File: src/rtl/pcileech_com_rx_gearbox.sv
// pcileech_com_rx_gearbox: receive-path gearbox packing IN_W-bit PHY words into
// OUT_W = IN_W*RATIO FIFO words. After reset it waits INIT_DELAY cycles, emits the
// INIT_DEPTH-entry boot table, then packs live data (first word in the MS lane) and
// realigns lanes whenever two consecutive accepted words equal MAGIC.
// Optional feature macro: COM_RX_PARTIAL_TIMEOUT_EN (discard stale partial words).
module pcileech_com_rx_gearbox #(
    parameter int unsigned     IN_W            = 32,
    parameter int unsigned     RATIO           = 2,
    parameter logic [IN_W-1:0] MAGIC           = IN_W'(32'h66665555),
    parameter int unsigned     INIT_DEPTH      = 5,
    parameter int unsigned     INIT_DELAY      = 16,
    parameter int unsigned     PARTIAL_TIMEOUT = 1024
) (
    input  logic                               clk,
    input  logic                               rst,
    input  logic [IN_W-1:0]                    din,
    input  logic                               din_valid,
    output logic                               din_ready,
    input  logic [INIT_DEPTH*IN_W*RATIO-1:0]   init_table,
    output logic [IN_W*RATIO-1:0]              dout,
    output logic                               dout_valid,
    input  logic                               dout_ready,
    output logic                               init_done,
    output logic [15:0]                        resync_count,
    output logic [15:0]                        timeout_count
);

    localparam int unsigned OUT_W  = IN_W * RATIO;
    localparam int unsigned LANE_W = (RATIO > 1) ? $clog2(RATIO) : 1;
    localparam int unsigned IDX_W  = (INIT_DEPTH > 1) ? $clog2(INIT_DEPTH) : 1;
    localparam int unsigned DLY_W  = (INIT_DELAY > 1) ? $clog2(INIT_DELAY) : 1;
    localparam int unsigned TBL_N  = 1 << IDX_W;

    // Reject out-of-range configurations at elaboration time.
    if (IN_W < 8 || IN_W > 64 || RATIO < 2 || RATIO > 8 || INIT_DEPTH < 1 ||
        INIT_DEPTH > 16 || INIT_DELAY < 1 || PARTIAL_TIMEOUT < 1) begin : g_param_check
        $error("pcileech_com_rx_gearbox: parameter out of range");
    end

    typedef enum logic [1:0] {
        S_WAIT = 2'd0,
        S_INIT = 2'd1,
        S_RUN  = 2'd2
    } state_t;

    state_t             state, state_d;
    logic [DLY_W-1:0]   dly_cnt, dly_cnt_d;
    logic [IDX_W-1:0]   idx, idx_d;
    logic [LANE_W-1:0]  lane, lane_d;
    logic               prev_magic, prev_magic_d;
    logic [OUT_W-1:0]   shift_reg, shift_d;
    logic [OUT_W-1:0]   dout_d;
    logic               dout_valid_d;
    logic               init_done_d;
    logic [15:0]        resync_d;
    logic               accept;
    logic [OUT_W-1:0]   table_entry [TBL_N];

`ifdef COM_RX_PARTIAL_TIMEOUT_EN
    localparam int unsigned IDLE_W = $clog2(PARTIAL_TIMEOUT + 1);
    logic [IDLE_W-1:0]  idle_cnt, idle_d;
    logic [15:0]        timeout_d;
`endif

    // Boot table viewed as an array, padded to a power of two so idx never overruns.
    for (genvar g = 0; g < TBL_N; g++) begin : g_table
        if (g < INIT_DEPTH) begin : g_used
            assign table_entry[g] = init_table[g*OUT_W +: OUT_W];
        end else begin : g_pad
            assign table_entry[g] = '0;
        end
    end

    // Input is taken only while running and the output register can drain.
    assign din_ready = (state == S_RUN) & ~(dout_valid & ~dout_ready);
    assign accept    = din_valid & din_ready;

    // Next-state, boot-table sequencing, packing and resync decisions.
    always_comb begin
        state_d      = state;
        dly_cnt_d    = dly_cnt;
        idx_d        = idx;
        lane_d       = lane;
        prev_magic_d = prev_magic;
        shift_d      = shift_reg;
        dout_d       = dout;
        dout_valid_d = dout_valid & ~dout_ready;
        init_done_d  = init_done;
        resync_d     = resync_count;
`ifdef COM_RX_PARTIAL_TIMEOUT_EN
        idle_d       = idle_cnt;
        timeout_d    = timeout_count;
`endif
        case (state)
            S_WAIT: begin
                if (dly_cnt == DLY_W'(INIT_DELAY - 1)) begin
                    state_d      = S_INIT;
                    idx_d        = '0;
                    dout_d       = table_entry[0];
                    dout_valid_d = 1'b1;
                end else begin
                    dly_cnt_d = dly_cnt + DLY_W'(1);
                end
            end
            S_INIT: begin
                if (dout_ready) begin
                    if (idx == IDX_W'(INIT_DEPTH - 1)) begin
                        state_d      = S_RUN;
                        init_done_d  = 1'b1;
                        dout_valid_d = 1'b0;
                    end else begin
                        idx_d        = idx + IDX_W'(1);
                        dout_d       = table_entry[idx_d];
                        dout_valid_d = 1'b1;
                    end
                end
            end
            S_RUN: begin
                if (accept) begin
                    prev_magic_d = (din == MAGIC);
                    if (prev_magic && (din == MAGIC)) begin
                        lane_d = '0;
                        if (resync_count != 16'hFFFF) begin
                            resync_d = resync_count + 16'd1;
                        end
                    end else begin
                        shift_d = (shift_reg << IN_W) | OUT_W'(din);
                        if (lane == LANE_W'(RATIO - 1)) begin
                            lane_d       = '0;
                            dout_d       = shift_d;
                            dout_valid_d = 1'b1;
                        end else begin
                            lane_d = lane + LANE_W'(1);
                        end
                    end
                end
`ifdef COM_RX_PARTIAL_TIMEOUT_EN
                if (accept || (lane == '0)) begin
                    idle_d = '0;
                end else if (idle_cnt == IDLE_W'(PARTIAL_TIMEOUT - 1)) begin
                    idle_d       = '0;
                    lane_d       = '0;
                    prev_magic_d = 1'b0;
                    if (timeout_count != 16'hFFFF) begin
                        timeout_d = timeout_count + 16'd1;
                    end
                end else begin
                    idle_d = idle_cnt + IDLE_W'(1);
                end
`endif
            end
            default: state_d = S_WAIT;
        endcase
    end

    // State register.
    always_ff @(posedge clk) begin
        if (rst) begin
            state <= S_WAIT;
        end else begin
            state <= state_d;
        end
    end

    // Datapath and status registers; reset discards any held output or partial word.
    always_ff @(posedge clk) begin
        if (rst) begin
            dly_cnt      <= '0;
            idx          <= '0;
            lane         <= '0;
            prev_magic   <= 1'b0;
            shift_reg    <= '0;
            dout         <= '0;
            dout_valid   <= 1'b0;
            init_done    <= 1'b0;
            resync_count <= '0;
        end else begin
            dly_cnt      <= dly_cnt_d;
            idx          <= idx_d;
            lane         <= lane_d;
            prev_magic   <= prev_magic_d;
            shift_reg    <= shift_d;
            dout         <= dout_d;
            dout_valid   <= dout_valid_d;
            init_done    <= init_done_d;
            resync_count <= resync_d;
        end
    end

`ifdef COM_RX_PARTIAL_TIMEOUT_EN
    // Idle tracking for partially filled output words.
    always_ff @(posedge clk) begin
        if (rst) begin
            idle_cnt      <= '0;
            timeout_count <= '0;
        end else begin
            idle_cnt      <= idle_d;
            timeout_count <= timeout_d;
        end
    end
`else
    assign timeout_count = '0;
`endif

endmodule

File: config.mk
export PLATFORM = sky130hd
export DESIGN_NAME = pcileech_com_rx_gearbox
export DESIGN_NICKNAME = d
export VERILOG_FILES = /design/src/rtl/pcileech_com_rx_gearbox.sv
export SDC_FILE = /design/constraint.sdc
export NUM_CORES = 1
export LEC_CHECK = 0
export ABC_AREA = 0
export CAP_MARGIN = 20
export CELL_PAD_IN_SITES_DETAIL_PLACEMENT = 0
export CELL_PAD_IN_SITES_GLOBAL_PLACEMENT = 2
export CORE_AREA = 5 5 204 206
export CTS_BUF_LIST = sky130_fd_sc_hd__clkbuf_16
export DETAILED_ROUTE_END_ITERATION = 16
export DIE_AREA = 0 0 209 211
export PLACE_DENSITY = 0.8
export SETUP_SLACK_MARGIN = 0.02
export SYNTH_ARGS = -nofsm -noshare
export SYNTH_HDL_FRONTEND = slang
export SYNTH_SLANG_ARGS = --single-unit
File: constraint.sdc
create_clock -name clk -period 3.75 [get_ports clk]
set_input_delay 0.75 -clock clk [delete_from_list [all_inputs] [get_ports clk]]
set_output_delay 0.75 -clock clk [all_outputs]
set_load 0.02 [all_outputs]
==> results of run 1 <==
[layout by cell type (no fill, tap or decap), types with 6 or more instances in the layout]
master / count
nor2_1: 117
and4bb_1: 6
or3_1: 65
mux4_2: 64
o21ai_0: 7
a221oi_1: 64
inv_1: 12
clkdlybuf4s50_1: 437
dfxtp_1: 124
nand4_1: 8
or4_1: 7
mux2i_1: 36
a21oi_1: 76
buf_4: 17
nand2_1: 213
conb_1: 16
nand3_1: 9
clkbuf_16: 18
[worst max-delay path: stages]
cell and delay [ps]:
clkdlybuf4s50_1 550, nand2b_4 200, and2_1 180, clkdlybuf4s50_1 610
[metrics by stage]
| stage | setup slack [ps] | instance area (sq um) | power [uW] |
|---|---|---|---|
| floorplan | 991.6 | 8270 | 1901 |
| global placement | 413.3 | 13020 | 2523 |
| detailed placement | 408.1 | 13020 | 2527 |
| CTS | 696.4 | 13530 | 4050 |
| global route | 646.7 | 13540 | 4185 |
| finish | 708.6 | 13540 | 3982 |
[logic make-up (layout without fill, tap and decap cells)]
logic type               after synthesis  in the layout  synth area share, %
AO/OA/AOI/OAI                        161            161                13.34
XOR/XNOR                               8              8               0.8530
adder cells (fa/ha/maj)                8              8                1.219
buffers and inverters                108            497                6.641
flip-flops                           125            125                30.46
multiplexers                         101            101                22.07
other                                  1             20              0.04565
AND/OR/NAND/NOR                      452            452                25.36
[area by class of cell]
cell class,count,area [sq um],area share (%)
flip-flops and latches,125,2506,18.51
well taps,525,656.9,4.851
clock inverters,12,56.30,0.4158
repair buffers,457,4562,33.69
diodes,4,10.01,0.07392
inverters,10,37.54,0.2772
multi-input cells,746,5261,38.86
clock buffers,18,450.4,3.327
[worst paths after layout]
| kind | start | end | cells after the start |
|---|---|---|---|
| setup / recovery | dout_ready | din_ready | 4 |
| hold reg to reg | dout[58] | dout[58] | 2 |
| hold / removal | dout[58] | dout[58] | 2 |
| setup reg to reg | idx[0] | dout[42] | 7 |
[power by group]
part	total (uW)	switching, uW	internal, uW	leakage [uW]
sequential	1410	31.1	1380	0.00101
combinational	1080	484	593	0.00345
clock	1490	639	856	0.000262
total	3980	1150	2830	0.00473
[routing by layer]
layer	share of wire [%]	track usage, %	vias to the layer above	wire length [um]
met3	5.5	4.500	33	2222
met5	0.017	0	-	7
met2	49	28.91	299	19630
li1	-	-	4273	-
met4	1.8	4.185	2	714
met1	44	22.75	4294	17470
==> flow_summary.json, run 1 <==
{
  "crit_path_start_kind": "primary input",
  "arrival_ps": 2290,
  "cap_violations": 0,
  "routedWlPerCell_um": 21.11,
  "cts_tree": "built",
  "n_fill_cell": 4182,
  "drive_gt1_share_pct": 9.211,
  "whs_ps": 449.4,
  "grt_max_degree": 73,
  "end_kind": "primary output",
  "h-tree-depth": 4,
  "dieHeight_um": 211,
  "post-route-period-util_pct": 81.10,
  "hold_viol": 0,
  "layout.nets": 1721,
  "synth-seq-cells": 125,
  "path_clk_slew_ps": 60,
  "tightestPinTransition_ps": 843.9,
  "gp_congestion": 0.8306,
  "yosys.area.top_type": "dfxtp_1",
  "critPathMaxFanout": 7,
  "largest_reg_flops": 64,
  "synth_ff_type": "dfxtp_1",
  "synth_cell_type_count": 48,
  "post-route-min-period_ps": 3041,
  "rsz0062_at_grt": "false",
  "power.density_nw_per_um2": 294.1,
  "cts_resized": 0,
  "critPathKind": "in2out",
  "status": "finished, final reports clean",
  "antenna_left": 0,
  "final.setup.tns_ps": 0,
  "stdcell_count": 1897,
  "drv_slew": 0,
  "drtIter0Drc": 529,
  "synth_top_area_share_pct": 30.46,
  "core_sq_um": 39460,
  "grt_usage_pct": 17.38,
  "clk-insertion-delay-late_ps": 430,
  "die-area_sq_um": 44100,
  "async_flop_share_pct": 0,
  "yosysSeqAreaShare_pct": 30.46,
  "setup_violations": 0,
  "die_x_um": 209,
  "required_ps": 3000,
  "routed_wl_um": 40050,
  "fin_util_pct": 34.32,
  "avgSynthCellArea_sq_um": 8.521,
  "hold_buffers": 0,
  "cts_setup_buffers": 0,
  "synth_area_sq_um": 8214,
  "antenna_found_initial": 5,
  "leakage_uw": 0.004726,
  "dr.pass1.iters": 5,
  "grt_overflow_total": 0,
  "rrSetupSlack_ps": 1060,
  "clkSinkCount": 125,
  "synth_cells": 964,
  "drc_errors": 0,
  "synthTopCellsByCount": "nand2_1, dfxtp_1, nor2_1, a21oi_1, or3_1",
  "dr_total_vias": 8901,
  "synth-edff-count": 0,
  "max_freq_ghz": 0.3288,
  "start_util_pct": 20.82,
  "routed_via_density": 4.692,
  "grt_first_pass_wirelength_um": 58540,
  "cts_buffers": 17,
  "dp_cells": 1863,
  "syn2layout_area_growth_pct": 64.84,
  "io-pin-count": 455,
  "max_slew_margin_pct": 43.74,
  "hp-class": "reg2reg",
  "synth_most_common_cell": "nand2_1",
  "clockBufferDepth": 2,
  "io_buffers": 438,
  "hpwl_um": 31320,
  "fin_worst_skew_ps": 9.652,
  "rows": 73,
  "synth.area.top_cells": "dfxtp_1, mux4_2, nand2_1, a221oi_1, nor2_1",
  "grt_pass1_vias": 9080,
  "ir_worst_vdd_mv": 0.1943,
  "cts_root_buffer": "clkbuf_16",
  "ys.warnings.count": 0
}
Power figures use the tool's default switching activity.
==> run 2, diff against run 1 <==
--- a/config.mk
+++ b/config.mk
@@ -9,11 +9,11 @@
 export CAP_MARGIN = 20
 export CELL_PAD_IN_SITES_DETAIL_PLACEMENT = 0
 export CELL_PAD_IN_SITES_GLOBAL_PLACEMENT = 2
-export CORE_AREA = 5 5 204 206
+export CORE_AREA = 5 5 214 216
 export CTS_BUF_LIST = sky130_fd_sc_hd__clkbuf_16
 export DETAILED_ROUTE_END_ITERATION = 16
-export DIE_AREA = 0 0 209 211
-export PLACE_DENSITY = 0.8
+export DIE_AREA = 0 0 219 221
+export PLACE_DENSITY = 0.76
 export SETUP_SLACK_MARGIN = 0.02
 export SYNTH_ARGS = -nofsm -noshare
 export SYNTH_HDL_FRONTEND = slang
==> constraint.sdc (replaced) <==
create_clock -name clk -period 2.7 [get_ports clk]
set_input_delay 0.54 -clock clk [delete_from_list [all_inputs] [get_ports clk]]
set_output_delay 0.54 -clock clk [all_outputs]
set_load 0.02 [all_outputs]
==> run 2 against run 1 <==
Effect of this change: register-to-register slack got worse by 640 ps; worst setup slack lost 480 ps; non-clock buffer count rose by 52; sequential share of layout area fell by 0.90 points; clock-buffer cell count fell by 1; hold slack lost 2.8 ps; wire length is 2.0% higher; global-route usage down 1.0 points; clock skew up 2.4 ps; critical path type is now in2reg.
==> flow_summary.json, run 2 (synthesis gave the netlist of run 1 again) <==
{
  "path_delay_family": "buffers and inverters",
  "fin_worst_skew_ps": 12.06,
  "crit_path_start_kind": "primary input",
  "routed_via_density": 4.493,
  "leakage_uw": 0.005050,
  "status": "finished, final reports clean",
  "syn2layout_area_growth_pct": 73.31,
  "min_path_cells": 2,
  "hpwl_um": 32410,
  "drtIter0Drc": 447,
  "rrSetupSlack_ps": 420,
  "ir_worst_vdd_mv": 0.2855,
  "hold_end": "dout[3]",
  "drv_slew": 0,
  "largest_reg_flops": 64,
  "die_x_um": 219,
  "max_slew_margin_pct": 64.04,
  "post-route-period-util_pct": 91.66,
  "post-route-min-period_ps": 2475,
  "grt_max_degree": 83,
  "routedWlPerCell_um": 20.22,
  "n_fill_cell": 4633,
  "io_buffers": 438,
  "drc_errors": 0,
  "finalWorstSetupSlack_ps": 225.1,
  "cts_buffers": 17,
  "core_sq_um": 43740,
  "final_cell_mix": "clkdlybuf4s50_1, nand2_1, dfxtp_1, nor2_1, a21oi_1",
  "final_common_cell": "clkdlybuf4s50_1",
  "cap_violations": 0,
  "gp_congestion": 0.8014,
  "arrival_ps": 2830,
  "critPathKind": "in2reg",
  "stdcell_count": 2020,
  "layout.nets": 1773,
  "start_util_pct": 18.78,
  "h-tree-depth": 4,
  "rows": 77,
  "cp_cell_sequence": "clkdlybuf4s50_1 -> buf_4 -> and4bb_1 -> nand4_2 -> nor2_2 -> a311o_2 -> buf_12 -> or3_1 -> a21oi_1",
  "max_freq_ghz": 0.4041,
  "rsz0062_at_grt": "false",
  "hold_viol": 0,
  "worst_r2r_path_depth": 7,
  "multi_input_area_sq_um": 5271,
  "routed_wl_um": 40840,
  "grt_pass1_vias": 9388,
  "finalPower_uw": 5844,
  "clk-insertion-delay-late_ps": 440,
  "power.density_nw_per_um2": 410.5,
  "clkSinkCount": 125,
  "min-delay-start": "dout[3]",
  "final-seq-area_sq_um": 2506,
  "hp-class": "reg2reg",
  "dpl_worst_slack_ps": -240.5,
  "r2r_start": "idx[0]",
  "path_clk_slew_ps": 60,
  "setup_violations": 0,
  "antenna_left": 0,
  "hold_buffers": 0,
  "grt_overflow_total": 0,
  "io-pin-count": 455,
  "antenna_found_initial": 5,
  "crit_path_max_incr_delay_ps": 490,
  "dr.pass1.iters": 5,
  "critPathMaxFanout": 52,
  "tightestPinTransition_ps": 539.4,
  "grt_first_pass_wirelength_um": 60170,
  "dieHeight_um": 221,
  "clockBufferDepth": 2,
  "dr_total_vias": 9076,
  "slowest_stage": "clkdlybuf4s50_1",
  "grt_usage_pct": 16.35,
  "die-area_sq_um": 48400,
  "end_kind": "register",
  "cts_root_buffer": "clkbuf_16",
  "required_ps": 3060,
  "r2r-end": "dout[62]",
  "crit_buf_inv": 3,
  "dp_cells": 1982,
  "cts_tree": "built",
  "drive_gt1_share_pct": 13.01
}
## run 2: report_power, final
group	leakage (uW)	switching, uW	internal (uW)
clock	0.000281	960	1350
combinational	0.00376	695	876
sequential	0.00101	43.8	1920
## run 2: worst reg2reg max path: stages, from the launching register on
cell and delay [ps]:
dfxtp_4 370, inv_1 90, ha_4 480, buf_12 250
mux4_2 390, a221oi_1 360, or3_1 160, a21oi_1 60
## run 2: worst max path at each step
stage	startpoint	to	slack, ps	cells after the start
global route	din[13]	dout[52]	130	9
CTS	dout_ready	din_ready	50	5
floorplan	idx[0]	dout[0]	-60	10
global placement	din[13]	dout[17]	-240	9
finish	din[13]	dout[21]	230	9
detailed placement	din[13]	dout[61]	-240	9
## run 2: stage by stage
step	hold slack, ps	util [%]	area [sq um]	setup TNS [ps]
2_1_floorplan	448.6	-	8272	-2275
5_1_grt	465.4	32.55	14240	0
3_3_place_gp	438.1	31.20	13650	-14590
6_report	446.7	32.55	14240	0
3_5_place_dp	442.4	31.20	13650	-16420
4_1_cts	451.3	32.51	14220	0
## run 2: final cells by class
cell class / instances / area share [%]
antenna: 6 / 0.1055
clock buffer: 17 / 2.988
clock inverter: 15 / 1.037
inverter: 10 / 0.2637
multi-input combinational: 746 / 37.03
sequential: 125 / 17.60
tap: 592 / 5.203
timing repair buffer: 509 / 35.77
## run 2: what timing repair did
item | in CTS | in global routing
setup buffers | 0 | 0
gates resized for setup | 0 | 1
setup endpoints to repair | 0 | 1
## run 2: routing by layer
layer | vias to the layer above | track usage, % | wire, um
met5 | - | 0 | 0
met4 | 0 | 4.498 | 708
met3 | 33 | 3.321 | 2014
met2 | 272 | 28.36 | 20600
met1 | 4390 | 20.58 | 17520
li1 | 4381 | - | -
==> edit 1, RTL diff (flow settings as in run 2) <==
Register the output `resync_count` once more, with the module's reset; this adds one clock of latency there. The other outputs are not delayed to match.
--- a/src/rtl/pcileech_com_rx_gearbox.sv
+++ b/src/rtl/pcileech_com_rx_gearbox.sv
@@ -33,2 +33,4 @@
 
+    logic [15:0] resync_count_s0;
+
     // Reject out-of-range configurations at elaboration time.
@@ -88,3 +90,3 @@
         init_done_d  = init_done;
-        resync_d     = resync_count;
+        resync_d     = resync_count_s0;
 `ifdef COM_RX_PARTIAL_TIMEOUT_EN
@@ -122,4 +124,4 @@
                         lane_d = '0;
-                        if (resync_count != 16'hFFFF) begin
-                            resync_d = resync_count + 16'd1;
+                        if (resync_count_s0 != 16'hFFFF) begin
+                            resync_d = resync_count_s0 + 16'd1;
                         end
@@ -175,3 +177,3 @@
             init_done    <= 1'b0;
-            resync_count <= '0;
+            resync_count_s0 <= '0;
         end else begin
@@ -185,3 +187,3 @@
             init_done    <= init_done_d;
-            resync_count <= resync_d;
+            resync_count_s0 <= resync_d;
         end
@@ -204,2 +206,10 @@
 
+    always_ff @(posedge clk) begin
+        if (rst) begin
+            resync_count <= '0;
+        end else begin
+            resync_count <= resync_count_s0;
+        end
+    end
+
 endmodule
Check against the original RTL: same outputs for any inputs over 10 cycles, from zero or initial values and one cycle with rst high; that may be too few to reach the edited logic, so the function may still have changed.
==> edit 1 against run 2 <==
  * Wire length rose by 4.6%
  * Cell area increased by 6.7%
  * Sequential cell count grew 16
  * Fmax shrank 7.7%
  * Combinational power is 6% higher
  * Area after synthesis grew 12%
  * Power up 5.0%
  * Clock skew fell by 0.00092 ns
  * Setup slack got worse by 0.21 ns
  * Worst hold slack got worse by 0.0049 ns
  * Critical endpoint is now resync_count_s0[12]
  * Largest power group unchanged
  * Highest routed layer unchanged
==> edit 1: results (changes against run 2) <==
Max Root-Sink Buffers=2 (unchanged); FF-to-FF path depth=8 (was 7); die area=48400 µm² (unchanged); cell total after placement=2046 (was 1982); number of buffers outside the clock class in the layout=514 (was 509); most area-consuming cells after synthesis=sky130_fd_sc_hd__dfxtp_1 (31%), sky130_fd_sc_hd__mux4_2 (16%), sky130_fd_sc_hd__nand2_1 (8.5%) (was sky130_fd_sc_hd__dfxtp_1 (30%), sky130_fd_sc_hd__mux4_2 (18%), sky130_fd_sc_hd__nand2_1 (9.7%)); unique cell type count in the Yosys netlist=52 (was 48); layout multi-input combinational cell count=792 (was 746); antenna violations before repair=3 (was 5); Placed Area=14600 µm² (was 13650 µm²); tightest hold margin=0.4417 ns (was 0.4467 ns); Register-to-Register Setup Slack=0.34 ns (was 0.42 ns); maximum number of pins on one net before global-route repair=79 (was 83); number of non-filler instances in the completed layout=2083 (was 2020); HP Class=primary input to flip-flop (was flip-flop to flip-flop); Crit path arrival time=3.01 ns (was 2.83 ns); initial detailed-routing violation count=472 (was 447); run status=finished clean (unchanged); IR Drop Worst-Case VDD=0.0003211 V (was 0.0002855 V); Leak Pwr=5.375 nW (was 5.050 nW); share of cell area taken by multi-input logic gates=38.82% (was 37.03%); via count of the first global-routing pass=10080 (was 9388); Final non-clock buffer share=33.80% (was 35.77%); Logic inverters=9 (was 10); buffers added on ports=438 (unchanged); net total in the final layout=1839 (was 1773); biggest fanout along the worst timing path=5 (was 52); GR Util All Layers=17.05% (was 16.35%); xor/xnor share of the synthesized area=0.2867% (was 0.8530%); total length of routed wires=42710 µm (was 40840 µm); multiplexer share of the synthesized area=26.01% (was 22.07%); adder and majority cell fraction of the synthesized area=1.092% (was 1.219%); fraction of final layout cells sized beyond drive strength 1=17.00% (was 13.01%); per-cell via count in the routed design=4.546 (was 4.493); global placer's final weighted congestion=0.7765 (was 0.8014); top cells by instance count after synthesis=sky130_fd_sc_hd__nand2_1 (208), sky130_fd_sc_hd__dfxtp_1 (141), sky130_fd_sc_hd__nor2_1 (95), sky130_fd_sc_hd__nor2b_1 (80), sky130_fd_sc_hd__nor3_1 (72) (was sky130_fd_sc_hd__nand2_1 (213), sky130_fd_sc_hd__dfxtp_1 (125), sky130_fd_sc_hd__nor2_1 (117), sky130_fd_sc_hd__a21oi_1 (76), sky130_fd_sc_hd__or3_1 (65)); cells after synthesis=1029 (was 964); wire length of the first global-routing pass=62750 µm (was 60170 µm); register share of the cell area=18.61% (was 17.60%); Synth Area in Compound Gates=9.476% (was 13.34%); register area share after synthesis=30.80% (was 30.46%)
edit 1: cell count changes after synthesis, sizes merged, moves of 4 or more:
cell / before / now
mux2i: 36 / 3
xor2: 5 / 1
clkbuf: 53 / 48
nor3: 5 / 73
nand2: 213 / 208
nor2: 118 / 95
mux2: 1 / 81
or4: 7 / 1
a21oi: 76 / 37
or3: 65 / 3
nor2b: 5 / 80
buf: 45 / 54
dfxtp: 125 / 141
edit 1: final timing paths:
path	startpoint	to
min reg2reg	shift_reg[18]	shift_reg[18]
min	rst	shift_reg[31]
max	din[16]	resync_count_s0[12]
max reg2reg	state[1]	dout[13]
edit 1: where the power goes:
| part | switching, mW | leakage (nW) | internal (mW) |
|---|---|---|---|
| Clock | 1.02 | 0.267 | 1.26 |
| Combinational | 0.726 | 3.97 | 0.936 |
| Sequential | 0.0371 | 1.14 | 2.15 |
edit 1: what timing repair did:
action | 4_1_cts | 5_1_grt
pin swaps | 0 | 0
gates resized for setup | 2 | 2
setup endpoints to repair | 4 | 4
setup buffers | 0 | 2
edit 1: worst max-delay path: stages:
cell	delay (ns)
sky130_fd_sc_hd__clkdlybuf4s50_1	0.48
sky130_fd_sc_hd__and4bb_1	0.33
sky130_fd_sc_hd__nand4_1	0.32
sky130_fd_sc_hd__buf_4	0.27
sky130_fd_sc_hd__or4_4	0.55
sky130_fd_sc_hd__nor3_1	0.17
sky130_fd_sc_hd__mux2_2	0.35
edit 1: layer usage:
layer / global-route usage (%) / part of all wire [%] / up-vias
met5: 0 / 0 / -
met4: 3.545 / 1.5 / 0
met3: 4.757 / 6.2 / 30
met2: 30.66 / 51 / 326
met1: 20.25 / 42 / 4528
li1: - / - / 4585
==> edit 2, RTL diff (settings of run 2) <==
Without the edit above. `INIT_DEPTH`: 5 -> 6.
--- a/src/rtl/pcileech_com_rx_gearbox.sv
+++ b/src/rtl/pcileech_com_rx_gearbox.sv
@@ -9,3 +9,3 @@
     parameter logic [IN_W-1:0] MAGIC           = IN_W'(32'h66665555),
-    parameter int unsigned     INIT_DEPTH      = 5,
+    parameter int unsigned     INIT_DEPTH      = 6,
     parameter int unsigned     INIT_DELAY      = 16,
Ports: changed (resized init_table); port bits go from 455 to 519. No check against the original RTL was run, so the function may have changed too.
==> edit 2 against run 2 <==
  * Synthesized cell count grew 20%
  * Wire length rose by 18%
  * Critical path type is now primary input to primary output
  * Area after synthesis grew 22%
  * Setup slack better by 0.011 ns
  * Worst hold slack gained 0.057 ns
  * Fmax increased by 0.46%
  * Cell area rose by 18%
  * Power is 5.5% higher
  * Count of clock-buffer cells in the layout unchanged
  * Core utilization rose by 5.7 points
  * Cell count is 12% higher
  * Clock power rose by 5%
  * Sequential cell count is the same
  * Largest cell class unchanged
  * Clock skew down 0.0010 ns
  * Highest routed layer is now met5
==> edit 2: results (changes against run 2) <==
startpoint of the tightest hold check path=shift_reg[31] (was dout[3]); unique cell type count in the Yosys netlist=51 (was 48); cell total after placement=2220 (was 1982); GR Util All Layers=19.11% (was 16.35%); Met1 Routed Length=20270 µm (was 17520 µm); slew at the pin closest to its max-slew limit=0.7333 ns (was 0.5394 ns); maximum number of pins on one net before global-route repair=74 (was 83); top cells by instance count after synthesis=sky130_fd_sc_hd__nand2_1 (138), sky130_fd_sc_hd__nor2b_1 (131), sky130_fd_sc_hd__dfxtp_1 (125), sky130_fd_sc_hd__a21oi_1 (115), sky130_fd_sc_hd__nor2_1 (76) (was sky130_fd_sc_hd__nand2_1 (213), sky130_fd_sc_hd__dfxtp_1 (125), sky130_fd_sc_hd__nor2_1 (117), sky130_fd_sc_hd__a21oi_1 (76), sky130_fd_sc_hd__or3_1 (65)); highest routed layer=met5 (was met4); Leak Pwr=5.766 nW (was 5.050 nW); startpoint of the lowest-slack register-to-register path=state[0] (was idx[0]); Resized cells post-CTS=1 (was 0); routed length on met2=24390 µm (was 20600 µm); buffers added on ports=502 (was 438); Avg Synthesized Cell Area=8.688 µm² (was 8.521 µm²); xor/xnor share of the synthesized area=0.2621% (was 0.8530%); initial detailed-routing violation count=509 (was 447); most area-consuming cells after synthesis=sky130_fd_sc_hd__dfxtp_1 (25%), sky130_fd_sc_hd__mux4_2 (14%), sky130_fd_sc_hd__nor2b_1 (8.2%) (was sky130_fd_sc_hd__dfxtp_1 (30%), sky130_fd_sc_hd__mux4_2 (18%), sky130_fd_sc_hd__nand2_1 (9.7%)); run status=finished clean (unchanged); placed wire-length estimate=39500 µm (was 32410 µm); FF-to-FF path depth=9 (was 7); multiplexer share of the synthesized area=28.68% (was 22.07%); switching part of the total power=29.30% (was 29.07%); net total in the final layout=2075 (was 1773); Register-to-Register Setup Slack=0.27 ns (was 0.42 ns)
edit 2: cell count changes after synthesis, sizes merged, moves of 57 or more:
cell and delta:
nor2b +126, nand2 -75, or3 -57, mux2 +65, o22ai +64, a221oi -64
a2111oi +65
edit 2: cell type report:
| type | instances | area, µm² |
|---|---|---|
| antenna | 3 | 7.507 |
| clock inverter | 15 | 172.7 |
| multi-input combinational | 907 | 6987 |
| sequential | 125 | 2506 |
| fill | 4534 | 27010 |
| inverter | 10 | 37.54 |
| clock buffer | 17 | 425.4 |
| tap | 592 | 740.7 |
| timing repair buffer | 586 | 5856 |
edit 2: power groups by stage:
stage | sequential, mW | combinational (mW) | clock (mW)
detailed placement | 2.00 | 1.80 | 0
floorplan | 2.06 | 0.669 | 0
CTS | 1.96 | 1.81 | 2.49
global route | 1.96 | 1.92 | 2.56
global placement | 2.00 | 1.79 | 0
finish | 1.96 | 1.78 | 2.43
